==> config.mk <==
export PLATFORM = sky130hd
export DESIGN_NAME = cfdf_fire_scheduler_flat
export DESIGN_NICKNAME = d
export VERILOG_FILES = /design/src/rtl/cfdf_fire_scheduler_if.sv /design/src/rtl/cfdf_fire_scheduler.sv /design/src/flat_wrapper.sv
export SDC_FILE = /design/constraint.sdc
export NUM_CORES = 1
export LEC_CHECK = 0
export ABC_AREA = 1
export ABC_CLOCK_PERIOD_IN_PS = 6100
export CAP_MARGIN = 20
export CORE_UTILIZATION = 53
export CTS_CLUSTER_DIAMETER = 30
export CTS_CLUSTER_SIZE = 24
export DETAILED_ROUTE_END_ITERATION = 10
export HOLD_SLACK_MARGIN = 0.02
export PLACE_DENSITY = 0.87
export SKIP_LAST_GASP = 1
export SLEW_MARGIN = 40
export SYNTH_ARGS = -nofsm -noshare
export SYNTH_HDL_FRONTEND = slang
export SYNTH_SLANG_ARGS = --single-unit
==> constraint.sdc <==
create_clock -name clk -period 6.1 [get_ports clk]
set_input_delay 1.22 -clock clk [delete_from_list [all_inputs] [get_ports clk]]
set_output_delay 1.22 -clock clk [all_outputs]
set_load 0.01 [all_outputs]
==> src/rtl/cfdf_fire_scheduler_if.sv <==
// Link between the fire scheduler and the nested firing FSM: start/mode
// going down, decoded instruction, argument and completion coming back up.
interface cfdf_fire_scheduler_if;
    logic       start_fsm2;
    logic [1:0] next_instr;
    logic [7:0] instr;
    logic [4:0] arg2;
    logic       done_fsm2;

    modport master (
        output start_fsm2,
        output next_instr,
        input  instr,
        input  arg2,
        input  done_fsm2
    );

    modport slave (
        input  start_fsm2,
        input  next_instr,
        output instr,
        output arg2,
        output done_fsm2
    );
endinterface

==> src/rtl/cfdf_fire_scheduler.sv <==
// CFDF fire scheduler: checks FIFO populations against the token rates of the
// decoded instruction, launches SETUP_INSTR / INSTR firings of the nested FSM
// and guards every wait for completion with a watchdog.
module cfdf_fire_scheduler #(
    parameter int buffer_size = 1024,
    parameter int out_size    = 1024,
    parameter int timeout     = 4096,
    parameter int rst_wait    = 2,
    localparam int AW = $clog2(buffer_size),
    localparam int OW = $clog2(out_size)
) (
    input  logic                  clk,
    input  logic                  rst,
    input  logic                  run_i,
    input  logic [AW-1:0]         pop_in_fifo_data_i,
    input  logic [AW-1:0]         pop_in_fifo_command_i,
    input  logic [OW-1:0]         free_out_fifo_i,
    cfdf_fire_scheduler_if.master fsm2,
    output logic                  busy_o,
    output logic                  err_timeout_o,
    output logic                  err_illegal_o,
    output logic [15:0]           fire_count_o
);

    localparam int WW = $clog2(timeout) + 1;

    typedef logic [AW:0] dataRate_t;
    typedef logic [OW:0] outRate_t;

    typedef enum logic [3:0] {
        IDLE,
        CHECK_CMD,
        START_SETUP,
        WAIT_SETUP,
        CHECK_INSTR,
        START_INSTR,
        WAIT_INSTR,
        ERR
    } state_t;

    state_t        state_q, state_d;
    logic [WW-1:0] wd_q, wd_d;
    logic          start_q, start_d;
    logic [1:0]    nextInstr_q, nextInstr_d;
    logic          busy_q, busy_d;
    logic          errTimeout_q, errTimeout_d;
    logic          errIllegal_q, errIllegal_d;
    logic [15:0]   fireCount_q, fireCount_d;

    dataRate_t     needData;
    outRate_t      needOut;
    logic          illegal;
    logic          isRst;
    logic          ratesOk;
    logic          wdExpired;
    logic          instrComplete;

    // Token demand of the current instruction, one bit wider than the FIFO counts
    always_comb begin
        needData = '0;
        needOut  = '0;
        case (fsm2.instr)
            8'd0: begin
                needData = dataRate_t'(fsm2.arg2) + dataRate_t'(1);
                needOut  = outRate_t'(1);
            end
            8'd1: begin
                needData = dataRate_t'(1);
                needOut  = outRate_t'(1);
            end
            8'd2: begin
                needData = dataRate_t'(fsm2.arg2);
                needOut  = outRate_t'(fsm2.arg2);
            end
            default: begin
                needData = '0;
                needOut  = '0;
            end
        endcase
    end

    assign illegal       = (fsm2.instr > 8'd3);
    assign isRst         = (fsm2.instr == 8'd3);
    assign ratesOk       = ({1'b0, pop_in_fifo_data_i} >= needData) &&
                           ({1'b0, free_out_fifo_i} >= needOut);
    assign wdExpired     = (wd_q == WW'(timeout - 1));
    assign instrComplete = isRst ? (wd_q == WW'(rst_wait - 1)) : fsm2.done_fsm2;

    // State register; reset pulls everything back to IDLE from any state
    always_ff @(posedge clk) begin
        if (!rst) begin
            state_q <= IDLE;
        end else begin
            state_q <= state_d;
        end
    end

    // Next-state: completion always takes priority over watchdog expiry
    always_comb begin
        state_d = state_q;
        case (state_q)
            IDLE:        if (run_i) state_d = CHECK_CMD;
            CHECK_CMD: begin
                if (pop_in_fifo_command_i != '0) state_d = START_SETUP;
                else if (!run_i)                 state_d = IDLE;
            end
            START_SETUP: state_d = WAIT_SETUP;
            WAIT_SETUP: begin
                if (fsm2.done_fsm2) state_d = CHECK_INSTR;
                else if (wdExpired) state_d = ERR;
            end
            CHECK_INSTR: begin
                if (illegal)      state_d = CHECK_CMD;
                else if (ratesOk) state_d = START_INSTR;
            end
            START_INSTR: state_d = WAIT_INSTR;
            WAIT_INSTR: begin
                if (instrComplete)  state_d = run_i ? CHECK_CMD : IDLE;
                else if (wdExpired) state_d = ERR;
            end
            ERR:         state_d = ERR;
            default:     state_d = IDLE;
        endcase
    end

    // Output/datapath next values, derived from the upcoming state so outputs are registered Moore
    always_comb begin
        start_d      = (state_d == START_SETUP) || (state_d == START_INSTR);
        nextInstr_d  = nextInstr_q;
        busy_d       = (state_d != IDLE);
        errTimeout_d = errTimeout_q;
        errIllegal_d = errIllegal_q;
        fireCount_d  = fireCount_q;
        wd_d         = '0;
        if (state_d == START_SETUP) nextInstr_d = 2'b00;
        if (state_d == START_INSTR) nextInstr_d = 2'b01;
        if ((state_d == ERR) && (state_q != ERR)) errTimeout_d = 1'b1;
        if ((state_q == CHECK_INSTR) && illegal) errIllegal_d = 1'b1;
        if ((state_q == WAIT_INSTR) && instrComplete) fireCount_d = fireCount_q + 16'd1;
        if (((state_d == WAIT_SETUP) || (state_d == WAIT_INSTR)) && (state_d == state_q)) begin
            wd_d = wd_q + WW'(1);
        end
    end

    // Output and watchdog registers
    always_ff @(posedge clk) begin
        if (!rst) begin
            wd_q         <= '0;
            start_q      <= 1'b0;
            nextInstr_q  <= 2'b00;
            busy_q       <= 1'b0;
            errTimeout_q <= 1'b0;
            errIllegal_q <= 1'b0;
            fireCount_q  <= 16'd0;
        end else begin
            wd_q         <= wd_d;
            start_q      <= start_d;
            nextInstr_q  <= nextInstr_d;
            busy_q       <= busy_d;
            errTimeout_q <= errTimeout_d;
            errIllegal_q <= errIllegal_d;
            fireCount_q  <= fireCount_d;
        end
    end

    assign fsm2.start_fsm2 = start_q;
    assign fsm2.next_instr = nextInstr_q;
    assign busy_o          = busy_q;
    assign err_timeout_o   = errTimeout_q;
    assign err_illegal_o   = errIllegal_q;
    assign fire_count_o    = fireCount_q;

endmodule

==> src/flat_wrapper.sv <==
// flat-port wrapper written by rule: the top's interface ports become plain ports
module cfdf_fire_scheduler_flat 
#(
    parameter int buffer_size = 1024,
    parameter int out_size    = 1024,
    parameter int timeout     = 4096,
    parameter int rst_wait    = 2,
    localparam int AW = $clog2(buffer_size),
    localparam int OW = $clog2(out_size)
)
  (clk, rst, run_i, pop_in_fifo_data_i, pop_in_fifo_command_i, free_out_fifo_i, busy_o, err_timeout_o, err_illegal_o, fire_count_o, fsm2_start_fsm2, fsm2_next_instr, fsm2_instr, fsm2_arg2, fsm2_done_fsm2);
  cfdf_fire_scheduler_if fsm2_i ();
  input  logic clk;
  input  logic rst;
  input  logic run_i;
  input  logic [AW-1:0] pop_in_fifo_data_i;
  input  logic [AW-1:0] pop_in_fifo_command_i;
  input  logic [OW-1:0] free_out_fifo_i;
  output logic busy_o;
  output logic err_timeout_o;
  output logic err_illegal_o;
  output logic [15:0] fire_count_o;
  output wire logic [$bits(fsm2_i.start_fsm2)-1:0] fsm2_start_fsm2;
  output wire logic [$bits(fsm2_i.next_instr)-1:0] fsm2_next_instr;
  input wire logic [$bits(fsm2_i.instr)-1:0] fsm2_instr;
  input wire logic [$bits(fsm2_i.arg2)-1:0] fsm2_arg2;
  input wire logic [$bits(fsm2_i.done_fsm2)-1:0] fsm2_done_fsm2;
  assign fsm2_start_fsm2 = fsm2_i.start_fsm2;
  assign fsm2_next_instr = fsm2_i.next_instr;
  assign fsm2_i.instr = fsm2_instr;
  assign fsm2_i.arg2 = fsm2_arg2;
  assign fsm2_i.done_fsm2 = fsm2_done_fsm2;
  cfdf_fire_scheduler #(.buffer_size(buffer_size), .out_size(out_size), .timeout(timeout), .rst_wait(rst_wait)) u_core (.clk(clk), .rst(rst), .run_i(run_i), .pop_in_fifo_data_i(pop_in_fifo_data_i), .pop_in_fifo_command_i(pop_in_fifo_command_i), .free_out_fifo_i(free_out_fifo_i), .fsm2(fsm2_i), .busy_o(busy_o), .err_timeout_o(err_timeout_o), .err_illegal_o(err_illegal_o), .fire_count_o(fire_count_o));
endmodule
Yosys cells after proc, flatten, opt, wreduce, memory -nomap -nowiden
Index checks and enable logic that the tools add are counted.
- bits in registers: 38
- latch bits: 0
- memory bits (writable): 0
- ROM bits: 0
- output and inout bits: 22
- logic and storage cells: 62
- memories kept: 0
- $add $sub $neg: 3
- multipliers: 0
- div/mod/pow operators: 0
- $lt $le $gt $ge: 3
- eq/ne operators: 19
- shift-type cells: 0
- multiplexer cells: 15
- bitwise gates (word level): 0
- reductions and logical operators: 14
- operators by type and width (kind ; number):
    one-hot mux 11 bit (3 select lines) ; 1
    2-to-1 mux 4 bit ; 8
    one-hot mux 4 bit (8 select lines) ; 1
    equality test 4 x 3 -> 1 bit, second input constant ; 7
    adder 16 x 1 -> 16 bit, second input constant ; 1
    equality test 4 x 2 -> 1 bit, second input constant ; 4
    equality test 8 x 2 -> 1 bit, second input constant ; 2
    adder 13 x 1 -> 13 bit, second input constant ; 1
    equality test 13 x 1 -> 1 bit, second input constant ; 1
    equality test 13 x 12 -> 1 bit, second input constant ; 1
    greater-or-equal comparator 10 x 11 -> 1 bit ; 1
    greater-or-equal comparator 10 x 5 -> 1 bit ; 1
    one-hot mux 5 bit (2 select lines) ; 1
    nonzero test 10 bit ; 1
    equality test 8 x 1 -> 1 bit, second input constant ; 1
    greater-than comparator 8 x 2 -> 1 bit, second input constant ; 1
    logical NOT 8 bit ; 1
    adder 5 x 1 -> 6 bit, second input constant ; 1
    logical AND 1 bit ; 5
    equality test 4 x 1 -> 1 bit, second input constant ; 1
    equality test 4 bit ; 1
    logical NOT 4 bit ; 1
    2-to-1 mux 1 bit ; 4
    inequality test 4 x 3 -> 1 bit, second input constant ; 1
    5 further kinds ; 6

Longest topological paths before layout
- word-level depth: 12
- depth in mapped cells: 27
- gate-level depth less buffers: 26

Worst setup path after synthesis
No wires, ideal clock.
- path type: input port to flip-flop
- start point: input fsm2_instr[4]
- end point: register u_core.wd_q[4]
- arrival time: 3.406 ns
- data required time: 6.036 ns
- setup slack: 2.630 ns
- stages on the path: 25
- path buffers: 1
- cells stage by stage: nor2_1 > nand2_1 > inv_1 > nand2_1 > nor2_1 > nand2_1 > inv_1 > nand2_1 > o31ai_1 > inv_1 > ha_1 > a21oi_1 > nand2_1 > nand2_1 > nand2_1 > nand3_1 > nand2_1 > inv_1 > nand3_4 > nand2_1 > nand2_1 > nor2_2 > nand2_2 > buf_6 > nor2_1
- word-level cells in the longest chain between the ends: 12
- elaborated cells on any way between the ends: 22
- RTL lines (element ; RTL line ; RTL):
    start: declaration ; flat_wrapper.sv:25 ; input wire logic [$bits(fsm2_i.instr)-1:0] fsm2_instr;
    equality test 8 x 1 -> 1 bit or logical NOT 8 bit (tied branches) ; cfdf_fire_scheduler.sv:62 ; case (fsm2.instr)
    OR reduction 2 bit (no source line) ; -- ;
    one-hot mux 5 bit (2 select lines) ; cfdf_fire_scheduler.sv:62 ;
    greater-or-equal comparator 10 x 5 -> 1 bit ; cfdf_fire_scheduler.sv:85 ; ({1'b0, free_out_fifo_i} >= needOut);
    logical AND 1 bit ; cfdf_fire_scheduler.sv:84 ; assign ratesOk = ({1'b0, pop_in_fifo_data_i} >= needData) &&
    2-to-1 mux 4 bit ; cfdf_fire_scheduler.sv:114 ; else if (ratesOk) state_d = START_INSTR;
    2-to-1 mux 4 bit ; cfdf_fire_scheduler.sv:113 ; if (illegal) state_d = CHECK_CMD;
    one-hot mux 4 bit (8 select lines) (*) ; cfdf_fire_scheduler.sv:101 ; case (state_q)
    equality test 4 x 2 -> 1 bit or equality test 4 x 3 -> 1 bit (tied branches) ; cfdf_fire_scheduler.sv:140 ; if (((state_d == WAIT_SETUP) || (state_d == WAIT_INSTR)) && (state_d == state_q)) begin
    logical OR 1 bit ; cfdf_fire_scheduler.sv:140 ;
    logical AND 1 bit (*) ; cfdf_fire_scheduler.sv:140 ;
    AND reduction 2 bit (no source line) (*) ; -- ;
    end signal: assignment ; cfdf_fire_scheduler.sv:156 ; wd_q <= wd_d;
    end: declaration ; cfdf_fire_scheduler.sv:42 ; logic [WW-1:0] wd_q, wd_d;
Every way passes the cells marked *; elsewhere a longest branch is shown, timed or not.
A chain may end at the register's enable or synchronous reset.

Worst setup path after layout
- start point: input fsm2_instr[4]
- end point: register u_core.wd_q[10]
The elaborated chain is that of the path after synthesis.

==> run summary <==
- delay of the slowest critical-path stage: 400 ps
- Buf+Inv Stages, Crit Path: 5
- xor/xnor cell area share of the yosys netlist: 5.145%
- Storage cell area: 760.7 sq um
- router iterations before antenna repair: 5
- PwrDens: 145.6 nW/um^2
- Leak Pwr: 1.355 nW
- mux share of post-synthesis cell area: 0%
- gate family responsible for the most delay along the worst path: simple AND/OR/NAND/NOR gates
- share of total power in sequential cells: 51.6%
- number of failing setup endpoints in the final timing report: 0
- Post-layout nets: 524
- power share of the clock group: 34.8%
- cell count after synthesis: 392
- Worst Skew: 7.916 ps
- number of DRC violations after detailed-routing iteration 0: 167
- Worst Tran Pin Value: 507.1 ps
- hold_sp: u_core.wd_q[0]
- finished layout cell area: 3342 sq um
- Total Negative Setup Slacks: 0 ps
- CP Launch Type: input port
- Pint: 374.6 uW
- first-pass GRT wire length: 10450 um
- die width: 71.42 um
- number of global-route vias before repair: 2557
- Sw Ratio: 23.00%
- CTS H-tree lvls: 2
- worst hold-check path type: flip-flop to flip-flop
- routability congestion estimate: 0.8345
- Clk Tree Root Cell: sky130_fd_sc_hd__clkbuf_8
- number of buffers on the longest clock path: 2
- post-DR wirelength/cell: 12.01 um
- cells taking the most area after synthesis: sky130_fd_sc_hd__dfxtp_1 (30%), sky130_fd_sc_hd__nand2_1 (14%), sky130_fd_sc_hd__nor2_1 (9.3%), sky130_fd_sc_hd__inv_1 (8.4%), sky130_fd_sc_hd__ha_1 (7.3%)
- commonest cells after routing, fill and taps aside: sky130_fd_sc_hd__nand2_1 (96), sky130_fd_sc_hd__clkdlybuf4s50_1 (67), sky130_fd_sc_hd__nor2_1 (63), sky130_fd_sc_hd__inv_1 (57), sky130_fd_sc_hd__dfxtp_1 (38)
- Worst Path Required: 6310 ps
- number of distinct library cells after synthesis: 35
- # clock sinks: 38
- worst reg2reg path startpoint: u_core.wd_q[0]
- Vert. Die Dim: 71.42 um
- die area: 5100 sq um
- largest net degree at the start of global routing: 14
- synthesized flop and latch total: 38
- area added between synthesis and finish: 30.87%
- Final Cycle Share: 64.51%
- Synth Area in Adders: 7.349%
- Crit Reg-Reg Endpoint: u_core.wd_q[10]
- number of top-level pins: 69
- starting density of the core: 56.69%
- Max IR drop VDD: 0.1542 mV
- core area: 4504 sq um
- total count of hold-check failures in the final report: 0
- status: finished, final reports clean
- Fillers: 379
- # rows: 24
- count of port buffers added during placement: 67
- most used cell along the critical path: sky130_fd_sc_hd__nand2_1
- hold_buf cts: 0
- cell at the slowest stage of the critical path: sky130_fd_sc_hd__clkdlybuf4s50_1
- Worst Path Max Fanout: 13
- ys async rst share: 0%
- worst setup timing slack at the placement stage: 1894 ps
- depth of the worst register-to-register path: 12
- hold worst-path end: u_core.wd_q[0]
- post-placement cell area: 3259 sq um
- minimum clock period: 3935 ps
- CTS tree: built
- share of Yosys cell area claimed by the top area cell type: 29.79%
- critical path arrival: 4150 ps
- setup slack on the worst flop-to-flop path: 3980 ps
- DP Wirelength: 4949 um
- final routed DRC violation total: 0
- P_sw: 111.9 uW
- number of stages on the worst setup path: 25
- via count of the routed design: 2620
- number of routed nets with antenna violations: 0
- grt total ovfl: 0
- power share of the combinational group: 13.6%
- max-capacitance violation count: 0
- Setup Buffers After CTS: 0
- unrepaired setup endpoints after global routing: no
- Via density: 5.107
- largest family of logic cells by synthesized area: simple AND/OR/NAND/NOR gates
- number of standard cells in the layout, taps in and fillers out: 513
- number of antenna violations at the first check in global routing: 0
- area fraction in compound gates after synthesis: 8.182%
- average size of a mapped cell: 6.515 sq um
- number of antenna repair diodes: 0
- final cell utilization of the core: 74.19%
- kind of end point of the critical path: flip-flop
- global-route usage over all layers: 25.46%
- final setup margin: 2165 ps
- clock-pin slew on the worst setup and hold paths: 70 ps
- share of synthesized area occupied by flip-flops and latches: 29.79%
- simple-gate area share of the yosys netlist: 39.20%
- most common cell after layout, fill and taps aside: sky130_fd_sc_hd__nand2_1
- worst relative slew slack: 65.88%
- Inserted Clock Buffers: 5
- clock latency at the later pin of the worst-skew pair: 280 ps
- share of layout cells above drive strength 1: 5.640%
- Multi-input gate area: 1536 sq um
- start-to-end type of the worst setup path: input port to flip-flop
- Cell Area, Synth: 2554 sq um
- maximum clock rate: 254.1 MHz
- post-CTS resize count: 0
- number of enable flip-flop cells after synthesis: 0
- leading register cell type out of synthesis: sky130_fd_sc_hd__dfxtp_1
- number of instances on the worst hold path: 1
- post-synthesis cell type with the largest combined area: sky130_fd_sc_hd__dfxtp_1
- number of warnings printed during yosys synthesis: 0
- cell count after placement: 507
- final slew viol count: 0
- total detailed-routing wirelength: 6162 um
[stage by stage]
| stage | power [mW] | hold slack [ps] |
|---|---|---|
| floorplan | 0.2843 | 433.6 |
| global placement | 0.3205 | 442.1 |
| detailed placement | 0.3225 | 457.8 |
| CTS | 0.4892 | 474.3 |
| global route | 0.5070 | 483.3 |
| finish | 0.4865 | 471.2 |
[cells by family after synthesis]
kind of cell    after synthesis
buf+inv                      65
flops                        38
simple gates                220
other cells                   1
fa+ha+maj                    15
xor+xnor                     15
compound gates               38
[power by group through the flow]
stage	Sequential [mW]	Combinational (mW)	Clock (mW)
4_1_cts	0.251	0.0660	0.172
3_5_place_dp	0.257	0.0657	0
3_3_place_gp	0.257	0.0637	0
5_1_grt	0.251	0.0740	0.182
6_report	0.251	0.0660	0.169
2_1_floorplan	0.257	0.0276	0
[synthesized netlist by cell type, drive strengths merged (2+ instances only)]
cell type,count
a21oi,23
buf,3
clkbuf,2
dfxtp,38
ha,15
inv,59
nand2,98
nand3,25
nand3b,2
nand4,10
nor2,69
nor3,13
nor4,2
o21ai,9
xnor2,7
xor2,8
[how the worst max path moves through the flow]
| stage | slack [ps] | endpoint | from |
|---|---|---|---|
| after global routing | 1700 | u_core.wd_q[6] | fsm2_instr[4] |
| after detailed placement | 1890 | u_core.wd_q[10] | fsm2_instr[7] |
| final | 2160 | u_core.wd_q[10] | fsm2_instr[4] |
| after global placement | 2010 | u_core.wd_q[5] | fsm2_instr[7] |
| after floorplan | 2630 | u_core.wd_q[4] | fsm2_instr[4] |
| after CTS | 2150 | u_core.wd_q[10] | fsm2_instr[4] |
[layer usage]
metal | GRT usage, % | part of all wire, % | vias to the layer above
met2 | 46.67 | 49 | 79
met1 | 29.88 | 45 | 1160
li1 | - | - | 1374
met3 | 5.485 | 5.0 | 7
met4 | 6.889 | 1.1 | 0
met5 | 0 | 0 | -
[final cells by class]
| type | instances | share of cell area (%) |
|---|---|---|
| Timing Repair Buffer | 67 | 20.07 |
| Tap cell | 52 | 1.947 |
| Clock buffer | 6 | 2.471 |
| Inverter | 60 | 6.776 |
| Multi-Input combinational cell | 290 | 45.98 |
| Sequential cell | 38 | 22.76 |
[flip-flops by register name, indices dropped and copies added, names as in the netlist]
register                count
u_core.busy_o               1
u_core.fsm2.next_instr      1
u_core.fsm2.start_fsm2      1
u_core.err_timeout_o        1
u_core.err_illegal_o        1
u_core.state_q              4
u_core.fire_count_o        16
u_core.wd_q                13
No activity file was read; power rests on OpenSTA's default activity.
